<file path="src/rtl/count_rate_detect.sv">
// Strobe-rate detector: measures the enabled-cycle spacing of incoming strobes,
// decodes which of four rates is present, and reports lock, period and error pulses.
module count_rate_detect #(
  parameter int unsigned CNT_W      = 32,
  parameter int unsigned R0         = 10,
  parameter int unsigned R1         = 20,
  parameter int unsigned R2         = 30,
  parameter int unsigned R3         = 40,
  parameter int unsigned LOCK_COUNT = 2
) (
  input  logic             clock,
  input  logic             i_reset,
  input  logic             i_enable,
  input  logic             i_strobe,
  output logic [1:0]       o_sel,
  output logic             o_locked,
  output logic             o_err,
  output logic [CNT_W-1:0] o_period,
  output logic [1:0]       o_state
);

  typedef enum logic [1:0] {
    IDLE    = 2'd0,
    MEASURE = 2'd1,
    LOCKED  = 2'd2
  } state_t;

  localparam int unsigned MC_W = (LOCK_COUNT < 2) ? 1 : $clog2(LOCK_COUNT + 1);

  localparam logic [CNT_W-1:0] L0  = CNT_W'(R0);
  localparam logic [CNT_W-1:0] L1  = CNT_W'(R1);
  localparam logic [CNT_W-1:0] L2  = CNT_W'(R2);
  localparam logic [CNT_W-1:0] L3  = CNT_W'(R3);
  localparam logic [CNT_W-1:0] TMO = CNT_W'(R3 + 1);
  localparam logic [MC_W-1:0]  LCK = MC_W'(LOCK_COUNT);

  state_t            r_state;
  logic [CNT_W-1:0]  r_cnt;
  logic [1:0]        r_cand;
  logic [MC_W-1:0]   r_match_cnt;

  logic              w_hit;
  logic [1:0]        w_k;
  logic [CNT_W-1:0]  w_sel_lim;
  logic [MC_W-1:0]   w_mc_next;

  // Limits are distinct, so at most one rate can match a given count.
  always_comb begin
    w_hit = 1'b1;
    w_k   = 2'd0;
    if (r_cnt == L0)      w_k = 2'd0;
    else if (r_cnt == L1) w_k = 2'd1;
    else if (r_cnt == L2) w_k = 2'd2;
    else if (r_cnt == L3) w_k = 2'd3;
    else                  w_hit = 1'b0;
  end

  always_comb begin
    w_sel_lim = L0;
    case (o_sel)
      2'd0:    w_sel_lim = L0;
      2'd1:    w_sel_lim = L1;
      2'd2:    w_sel_lim = L2;
      default: w_sel_lim = L3;
    endcase
  end

  always_comb begin
    w_mc_next = MC_W'(1);
    if ((w_k == r_cand) && (r_match_cnt != '0)) w_mc_next = r_match_cnt + MC_W'(1);
  end

  always_ff @(posedge clock or negedge i_reset) begin
    if (!i_reset) begin
      r_state     <= IDLE;
      r_cnt       <= '0;
      r_cand      <= 2'd0;
      r_match_cnt <= '0;
      o_sel       <= 2'd0;
      o_locked    <= 1'b0;
      o_err       <= 1'b0;
      o_period    <= '0;
    end else if (i_enable) begin
      o_err <= 1'b0;
      if (i_strobe) begin
        r_cnt <= '0;
        case (r_state)
          IDLE: begin
            r_match_cnt <= '0;
            r_state     <= MEASURE;
          end
          MEASURE: begin
            o_period <= r_cnt;
            if (w_hit) begin
              r_cand      <= w_k;
              r_match_cnt <= w_mc_next;
              if (w_mc_next >= LCK) begin
                o_sel    <= w_k;
                o_locked <= 1'b1;
                r_state  <= LOCKED;
              end
            end else begin
              o_err       <= 1'b1;
              r_match_cnt <= '0;
            end
          end
          LOCKED: begin
            if (r_cnt == w_sel_lim) begin
              o_period <= r_cnt;
            end else begin
              // A different valid rate counts as the first interval of a new candidate.
              o_err       <= 1'b1;
              o_locked    <= 1'b0;
              r_state     <= MEASURE;
              r_match_cnt <= w_hit ? MC_W'(1) : '0;
              if (w_hit) r_cand <= w_k;
            end
          end
          default: r_state <= IDLE;
        endcase
      end else if (r_cnt == TMO) begin
        o_err    <= 1'b1;
        o_locked <= 1'b0;
        r_cnt    <= '0;
        r_state  <= IDLE;
      end else begin
        r_cnt <= r_cnt + CNT_W'(1);
      end
    end
  end

  assign o_state = r_state;

endmodule
</file>
<file path="config.mk">
export PLATFORM = sky130hd
export DESIGN_NAME = count_rate_detect
export DESIGN_NICKNAME = d
export VERILOG_FILES = /design/src/rtl/count_rate_detect.sv
export SDC_FILE = /design/constraint.sdc
export NUM_CORES = 1
export LEC_CHECK = 0
export ABC_AREA = 1
export CAP_MARGIN = 15
export CORE_ASPECT_RATIO = 1.1
export CORE_UTILIZATION = 45
export CTS_CLUSTER_SIZE = 24
export DETAILED_ROUTE_END_ITERATION = 8
export PLACE_DENSITY = 0.66
export SYNTH_ARGS = -nofsm -noshare
export SYNTH_HDL_FRONTEND = slang
export SYNTH_SLANG_ARGS = --single-unit
</file>
<file path="constraint.sdc">
create_clock -name clock -period 2.3 [get_ports clock]
set_clock_uncertainty 0.2 [all_clocks]
set_input_delay 0.23 -clock clock [delete_from_list [all_inputs] [get_ports clock]]
set_output_delay 0.23 -clock clock [all_outputs]
set_load 0.02 [all_outputs]
</file>
* Word level (Yosys, flattened, before mapping) *
Cells that the tools add are included.

cells by class
  add/sub/neg operators = 2
  $mul = 0
  div/mod/pow operators = 0
  order comparisons = 1
  eq/ne operators = 17
  shift operators = 0
  mux-type cells = 38
  bitwise operators = 0
  reduce and logical (&&, ||, !) cells = 13

operators with widths
  kind                                                                     count
  32-bit 2-to-1 mux                                                        3
  32-bit by 5-bit equality test with 1-bit output, second input constant   2
  32-bit by 6-bit equality test with 1-bit output, second input constant   2
  32-bit one-hot mux with 2 select lines                                   1
  32-bit by 1-bit adder with 32-bit output, second input constant          1
  32-bit equality test                                                     1
  32-bit by 4-bit equality test with 1-bit output, second input constant   1
  2-bit 2-to-1 mux                                                         14
  6-bit one-hot mux with 3 select lines                                    1
  1-bit 2-to-1 mux                                                         14
  2-bit one-hot mux with 3 select lines                                    2
  4-bit AND reduction                                                      3
  5-bit AND reduction                                                      2
  3-bit inequality test, second input constant                             3
  6-bit AND reduction                                                      1
  2-bit nonzero test                                                       3
  2-bit by 1-bit equality test with 1-bit output, second input constant    2
  2-bit equality test, second input constant                               2
  2-bit zero test                                                          2
  2-bit inequality test, second input constant                             2
  1-bit one-hot mux with 2 select lines                                    2
  2-bit one-hot mux with 2 select lines                                    1
  3-bit by 1-bit inequality test with 1-bit output, second input constant  1
  3-bit nonzero test                                                       1
  other kinds (4)                                                          4

word-level totals
  bits in registers = 74
  latch bits = 0
  memory bits (writable) = 0
  memory bits (read-only) = 0
  input port bits = 4
  output and inout port bits = 38
  logic and storage cells = 79
  memories = 0

* Depth between registers and ports, before layout *
Gate-level depths: netlist (run 1).

  depth in word-level cells = 13
  mapped depth = 15
  depth with buffers taken out = 15

* Worst setup path before layout (run 1) *
No wires, ideal clock.

  path type = reg2reg
  start point = register o_sel[0]
  end point = register o_period[0]
  setup time = 131 ps
  arrival = 1833 ps
  slack = 136 ps
  cell stages (with the launch flop) = 11
  buffers on the path = 1
  path through = dfrtp_1 -> ha_1 -> o21ai_0 -> nand2_1 -> nor3_2 -> nand2_1 -> nand2_1 -> nand4_2 -> clkbuf_1 -> nand2_1 -> o21ai_0

between the ends
  cells in the longest elaborated chain, start to end = 5

ends and longest elaborated chain
  item                                               line  source
  start: declaration                                 15    output logic [1:0] o_sel,
  start signal: assignment                           98    o_sel <= w_k;
  2-bit equality test, or another cell as far along  60    case (o_sel)
  6-bit one-hot mux with 3 select lines *            60
  32-bit equality test *                             108   if (r_cnt == w_sel_lim) begin
  2-bit inequality test (no line) *                  --
  4-bit AND reduction (no line) *                    --
  end signal: assignment                             93    o_period <= r_cnt;
  end signal: assignment                             109   o_period <= r_cnt;
  end: declaration                                   18    output logic [CNT_W-1:0] o_period,

Mark *: on every way between the ends. The rest lies on a longest branch, timed or not.
A chain may end at the register's enable or synchronous reset.

* Worst setup path after layout (run 1) *
  start point = register o_sel[1]
  end point = register o_period[8]

The elaborated chain is that of the path after synthesis.

==> metrics.md, run 1 <==
| Metric | Value |
|---|---|
| Nets | `around 600` |
| Routed WL per cell | `between 15 and 20 um` |
| Status | `finished clean` |
| Syn_nets | `roughly 520` |
| Vias per cell | `between 5 and 6` |
| CP Capture Type | `register` |
| CTS Buf Count | `9` |
| Sequential cell area fraction in the yosys report | `between 40% and 50%` |
| Worst-path cell chain | `inv_2 -> ha_4 -> nand3_2 -> o21ai_1 -> nand2_1 -> nor3_2 -> nand2_1 -> nand2_2 -> nand4_4 -> buf_12 -> mux2_4` |
| Vias in the first global route | `~3400` |
| PwrDens | `650 nW/um2` |
| Asr flop ratio synth | `100%` |
| Kind of critical path | `reg -> reg` |
| Initial antenna violation count | `0` |
| Skew-Pair Late Insertion Delay | `0.36 ns` |
| Crit path top cell by count | `nand2_1` |
| Peak supply drop | `approximately 0.32 mV` |
| Clk pin slew, worst setup/hold paths | `about 0.08 ns` |
| Min Tclk post-route | `2.29 ns` |
| Crit share post-route | `99.5%` |
| Vias | `about 3700` |
| Main synth FF type | `dfrtp_1` |
| H-tree depth | `3` |
| Max frequency | `approximately 440 MHz` |
| Max-cap violations | `0` |
| DRT Pass-1 Iters | `6` |
| CTS tree | `built` |
| Count of cell types in the netlist | `40` |
| Overflow left after global routing | `0` |
| Setup TNS | `0 ns` |
| Critical-path top delay cell | `dfrtp_1` |
| Yosys reg bits | `74` |
| Row cnt | `35` |
| Buffers on Ports | `41` |
| Post-place instance area | `4690 um2` |
| Number of flops mapped to enable cells by yosys | `0` |
| Routed WL | `10600 um` |
| Diode count | `0` |
| Die Wd | `91.7 um` |
| Post-Syn Instances | `about 500` |
| First-pass GRT wire length | `around 16000 um` |
| RSZ-0062 raised after global routing | `true` |
| Slew at the pin with the worst max-slew slack | `0.404 ns` |
| I/O Pins | `42` |
| Number of buffers and inverters on the critical path | `2` |
| Root Buffer Master | `clkbuf_8` |
| Synth Area per Inst | `~8 um2` |
| Hold Path Class | `in -> async` |
| Initial Utilization | `between 40% and 50%` |
| Fin. Hold Viols | `0` |
| Post-synthesis cell area | `3990 um2` |
| Max FO, Critical Path | `8` |
| Area grow syn2layout | `32.7%` |
| Fraction of layout cells with a size suffix above 1 | `a little over a fifth` |
| Pins over their slew limit | `0` |
| Gp weighted congestion | `slightly below 0.9` |
| Residual DRC count | `0` |
| Largest net degree at the start of global routing | `75` |
| Lkg Pwr | `around 2.4 nW` |
| CP peak stage delay | `between 0.4 and 0.5 ns` |
| Clock Sinks | `74` |
| Hpwl dp | `~6500 um` |
| Detail Route Antenna Nets | `0` |
| CP Launch Type | `register` |
| Clock buffer depth | `2` |
| Die height | `approximately 100 um` |
| Yosys warns | `0` |
| Tot Pwr | `0.00344 W` |
| Arr. time, crit path | `2.33 ns` |
| Initial DRC count | `~200` |
| Final Setup Violations | `0` |
| Area of the core | `8500 um2` |
| Overall Global Routing Usage | `between 20 and 25%` |
| Worst EP required | `2.34 ns` |
| Die area | `approximately 9200 um2` |
| Slew HR | `between 70% and 80%` |
| Design area | `between 5000 and 6000 um2` |
| Top Family by Delay on Critical Path | `simple AND/OR/NAND/NOR gates` |
## tightest hold or removal path: stages
cell	delay (ns)
dlygate4sd3_1	0.52
buf_2	0.12
buf_12	0.33
## area by class of cell
type	instances	area [um2]
Multi-Input combinational cell	356	1990
Tap cell	111	139
Timing Repair Buffer	85	840
Clock buffer	10	128
Inverter	65	244
Clock inverter	6	90.1
Fill cell	730	3210
Sequential cell	74	1860
## metrics by stage
step	setup WS (ns)	hold slack [ns]	instances	utilization, %
floorplan	0.136	-0.266	508	-
global placement	0.0520	0.0918	672	55.2
detailed placement	0.0286	0.0983	672	55.2
CTS	0.0190	0.246	689	57.8
global route	-0.110	0.269	707	62.3
finish	0.0126	0.221	707	62.3
## power breakdown
part           switching, W  internal (W)
logic              0.000458      0.000366
clock network      0.000528      0.000615
registers         0.0000741       0.00139
## synth_stat cells (2+ instances only)
cell / number / share of area (%)
nand4_1: 8 / 1.3
mux2_2: 2 / 0.57
nand3_1: 24 / 3.0
nor2_4: 4 / 1.1
clkbuf_1: 8 / 0.75
nor3_2: 3 / 0.75
ha_1: 12 / 3.8
nor2_2: 3 / 0.47
xor2_1: 4 / 0.88
a221oi_1: 2 / 0.44
inv_1: 62 / 5.8
and3_1: 2 / 0.31
o21ai_0: 44 / 5.5
o21ai_1: 6 / 0.75
nand3_4: 2 / 0.88
dfrtp_1: 74 / 46
inv_2: 3 / 0.28
nand2_1: 124 / 12
nor4_1: 3 / 0.47
a21oi_1: 15 / 1.9
nand2_2: 3 / 0.47
nor3_1: 17 / 2.1
a31oi_1: 2 / 0.31
nor2_1: 61 / 5.7
buf_2: 5 / 0.63
## path summary, 6_finish.rpt
kind,from,endpoint,slack (ns),cells past startpoint
setup / recovery,o_sel[1]$_DFFE_PN0P_,o_period[8]$_DFFE_PN0P_,0.01,11
hold / removal,i_reset,o_period[11]$_DFFE_PN0P_,0.22,3
setup reg to reg,o_sel[1]$_DFFE_PN0P_,o_period[8]$_DFFE_PN0P_,0.01,11
hold reg to reg,o_period[5]$_DFFE_PN0P_,o_period[5]$_DFFE_PN0P_,0.28,2
max in group asynchronous,i_reset,r_cnt[1]$_DFFE_PN0P_,1.35,3
min in group clock,o_period[5]$_DFFE_PN0P_,o_period[5]$_DFFE_PN0P_,0.28,2
## layout by cell type (no fill, tap or decap), types with 5 or more instances in the layout
cell	n
nor2_2	11
dfrtp_1	71
o21ai_0	22
ha_1	9
buf_4	34
o21ai_1	23
nand2_1	109
inv_1	59
nand4_1	8
clkbuf_8	9
inv_2	6
nand3_1	22
nand2_2	15
nor2_1	53
clkdlybuf4s50_1	40
a21oi_1	15
nor3_1	15
o21ai_2	5
## flip-flops by register name (all words and copies together), names as in the netlist
signal and count:
r_cnt 32, o_locked 1, o_sel 2, r_cand 2, r_match_cnt 2, o_period 32, o_state 2, o_err 1
## cell families (layout without fill, tap and decap cells)
family | after synthesis | count (layout) | share of synthesized area [%]
mux | 2 | 2 | 0.565
buf+inv | 78 | 166 | 7.50
flops | 74 | 74 | 46.5
fa+ha+maj | 12 | 12 | 3.77
xor+xnor | 5 | 5 | 1.10
simple gates | 260 | 260 | 30.0
compound gates | 77 | 77 | 10.6
## metal layers
| layer | vias to the layer above | track usage [%] | share of wire (%) |
|---|---|---|---|
| met2 | 94 | 37.2 | 50 |
| met3 | 23 | 3.32 | 3.2 |
| li1 | 1818 | - | - |
| met1 | 1770 | 26.7 | 44 |
| met5 | - | 0 | 0 |
| met4 | 0 | 9.50 | 2.4 |
## timing repair
item                       4_1_cts  5_1_grt
buffers inserted                 0       12
hold endpoints to repair        74        0
resized for setup                0       71
hold buffers                     1        0
setup endpoints to repair        0       55
(Power assumes the default switching activity.)
==> inputs of run 2 (changes only) <==
- CORE_UTILIZATION: 45 -> 55
- PLACE_DENSITY: 0.66 -> not set
- PLACE_DENSITY_LB_ADDON: not set -> 0.05
- SETUP_SLACK_MARGIN: not set -> 0.3
==> metrics.md, run 2 (synthesis results as in run 1) <==
| Metric | Value |
|---|---|
| Gp weighted congestion | `around 0.93` |
| Nets | `649` |
| Diode count | `0` |
| CP Capture Type | `register` |
| Tot Pwr | `between 0.003 and 0.004 W` |
| Fin. Hold Viols | `0` |
| Crit share post-route | `105%` |
| Max-cap violations | `0` |
| Commonest cells after routing, fill and taps aside | `nand2_1 (77), dfrtp_1 (66), buf_4 (54)` |
| Commonest non-fill, non-tap cell in the layout | `nand2_1` |
| Detail Route Antenna Nets | `0` |
| CTS Buf Count | `9` |
| Hold Path Class | `in -> async` |
| Clk pin slew, worst setup/hold paths | `roughly 0.09 ns` |
| Buffers on Ports | `41` |
| Pins over their slew limit | `0` |
| Pre-CTS WS | `-0.0351 ns` |
| Design area | `about 6200 um2` |
| Kind of critical path | `reg -> reg` |
| CP Launch Type | `register` |
| Filler cell count in the final layout | `294` |
| Arr. time, crit path | `between 2 and 2.5 ns` |
| Status | `finished with violations` |
| FF/Latch Area | `~1900 um2` |
| Peak supply drop | `between 0.5 and 0.6 mV` |
| Residual DRC count | `0` |
| Slew at the pin with the worst max-slew slack | `0.616 ns` |
| Vias in the first global route | `~3800` |
| Row cnt | `32` |
| Overall Global Routing Usage | `around 30%` |
| Routed WL per cell | `roughly 20 um` |
| Slew HR | `just under 60%` |
| Max frequency | `~410 MHz` |
| Root Buffer Master | `clkbuf_8` |
| Routed WL | `between 10000 and 15000 um` |
| Largest regs | `o_period: 32 flops, r_cnt: 32 flops` |
| Critical-path top delay cell | `dfrtp_2` |
| H-tree depth | `3` |
| Final Setup Violations | `38` |
| PwrDens | `approximately 570 nW/um2` |
| Max FO, Critical Path | `4` |
| CP peak stage delay | `about 0.46 ns` |
| Final Util | `88.6%` |
| I/O Pins | `42` |
| Largest net degree at the start of global routing | `a little over 40` |
| DRT Pass-1 Iters | `5` |
| Area grow syn2layout | `55.9%` |
| Clock Sinks | `74` |
| Footprint of the multi-input gates | `~2500 um2` |
| Fin worst setup slack | `-0.115 ns` |
| Vias per cell | `6.17` |
| Clock buffer depth | `2` |
| Initial antenna violation count | `0` |
| Hpwl dp | `just over 7000 um` |
| Die height | `~91 um` |
| Die Wd | `a little over 80 um` |
| Area of the core | `7010 um2` |
| Vias | `4462` |
| Die area | `about 7600 um2` |
| Skew-Pair Late Insertion Delay | `about 0.36 ns` |
| RSZ-0062 raised after global routing | `true` |
| Initial DRC count | `around 440` |
| Post-place instance area | `4730 um2` |
| Worst EP required | `around 2.3 ns` |
| Failing checks | `negative setup slack` |
| First-pass GRT wire length | `about 18000 um` |
| Fraction of layout cells with a size suffix above 1 | `a little over two fifths` |
| Initial Utilization | `a little under three fifths` |
| CTS tree | `built` |
| Crit path top cell by count | `nand2_1` |
| Worst-path cell chain | `ha_2 -> xnor2_1 -> nand2_1 -> nor3_2 -> nand2_1 -> nand2_2 -> nand4_4 -> buf_6 -> mux2_2` |
| Lkg Pwr | `roughly 2.8 nW` |
| Overflow left after global routing | `0` |
| Min Tclk post-route | `2.42 ns` |
==> run 2: worst max-delay path: cells and delay by family (launching register included) <==
| family | cells | cell delay, ns |
|---|---|---|
| xor+xnor | 1 | 0.17 |
| fa+ha+maj | 1 | 0.21 |
| buf+inv | 1 | 0.20 |
| flops | 1 | 0.46 |
| simple gates | 5 | 0.78 |
| mux | 1 | 0.27 |
==> run 2: timing repair <==
action,4_1_cts,5_1_grt
hold buffers,1,0
buffers inserted,30,21
endpoints found under the setup margin,68,70
cloned,3,2
pin swaps,41,40
gates resized for setup,78,151
hold endpoints to repair,34,0
==> run 2: layer usage <==
| metal | share of wire [%] | vias up | global-route usage (%) | wire length [um] |
|---|---|---|---|---|
| li1 | - | 1902 | - | - |
| met1 | 38 | 2122 | 38.4 | 5510 |
| met2 | 48 | 332 | 50.7 | 7040 |
| met3 | 8.1 | 106 | 5.18 | 1190 |
| met4 | 6.0 | 0 | 10.2 | 884 |
| met5 | 0 | - | 0 | 0 |
==> run 2: area by class of cell <==
cell class	count	area share (%)
tap	85	1.71
clock buffer	11	2.28
inverter	65	4.25
timing repair inverter	1	0.141
multi-input combinational	356	40.8
clock inverter	5	1.01
timing repair buffer	126	19.8
sequential	74	30.0
==> run 2: final timing paths <==
check                                      from                        to  slack, ns  cells past startpoint
min in group clock         o_locked$_DFFE_PN0P_      o_locked$_DFFE_PN0P_       0.28                      2
max in group asynchronous               i_reset      r_cnt[0]$_DFFE_PN0P_       1.10                      3
hold reg to reg            o_locked$_DFFE_PN0P_      o_locked$_DFFE_PN0P_       0.28                      2
hold / removal                          i_reset  o_period[20]$_DFFE_PN0P_       0.18                      2
setup / recovery           o_sel[0]$_DFFE_PN0P_  o_period[23]$_DFFE_PN0P_      -0.12                      9
setup reg to reg           o_sel[0]$_DFFE_PN0P_  o_period[23]$_DFFE_PN0P_      -0.12                      9
==> run 2: per-stage QoR <==
stage          cells  hold slack (ns)  setup TNS [ns]
2_1_floorplan    508           -0.266               0
3_3_place_gp     650           0.0190        -0.00954
3_5_place_dp     650           0.0286         -0.0970
4_1_cts          700            0.200               0
5_1_grt          723            0.222           -6.08
6_report         723            0.180           -2.83
==> run 2: power breakdown <==
group / switching, W / internal [W] / total (W)
logic: 0.000545 / 0.000456 / 0.00100
registers: 0.0000984 / 0.00140 / 0.00149
clock network: 0.000536 / 0.000538 / 0.00107
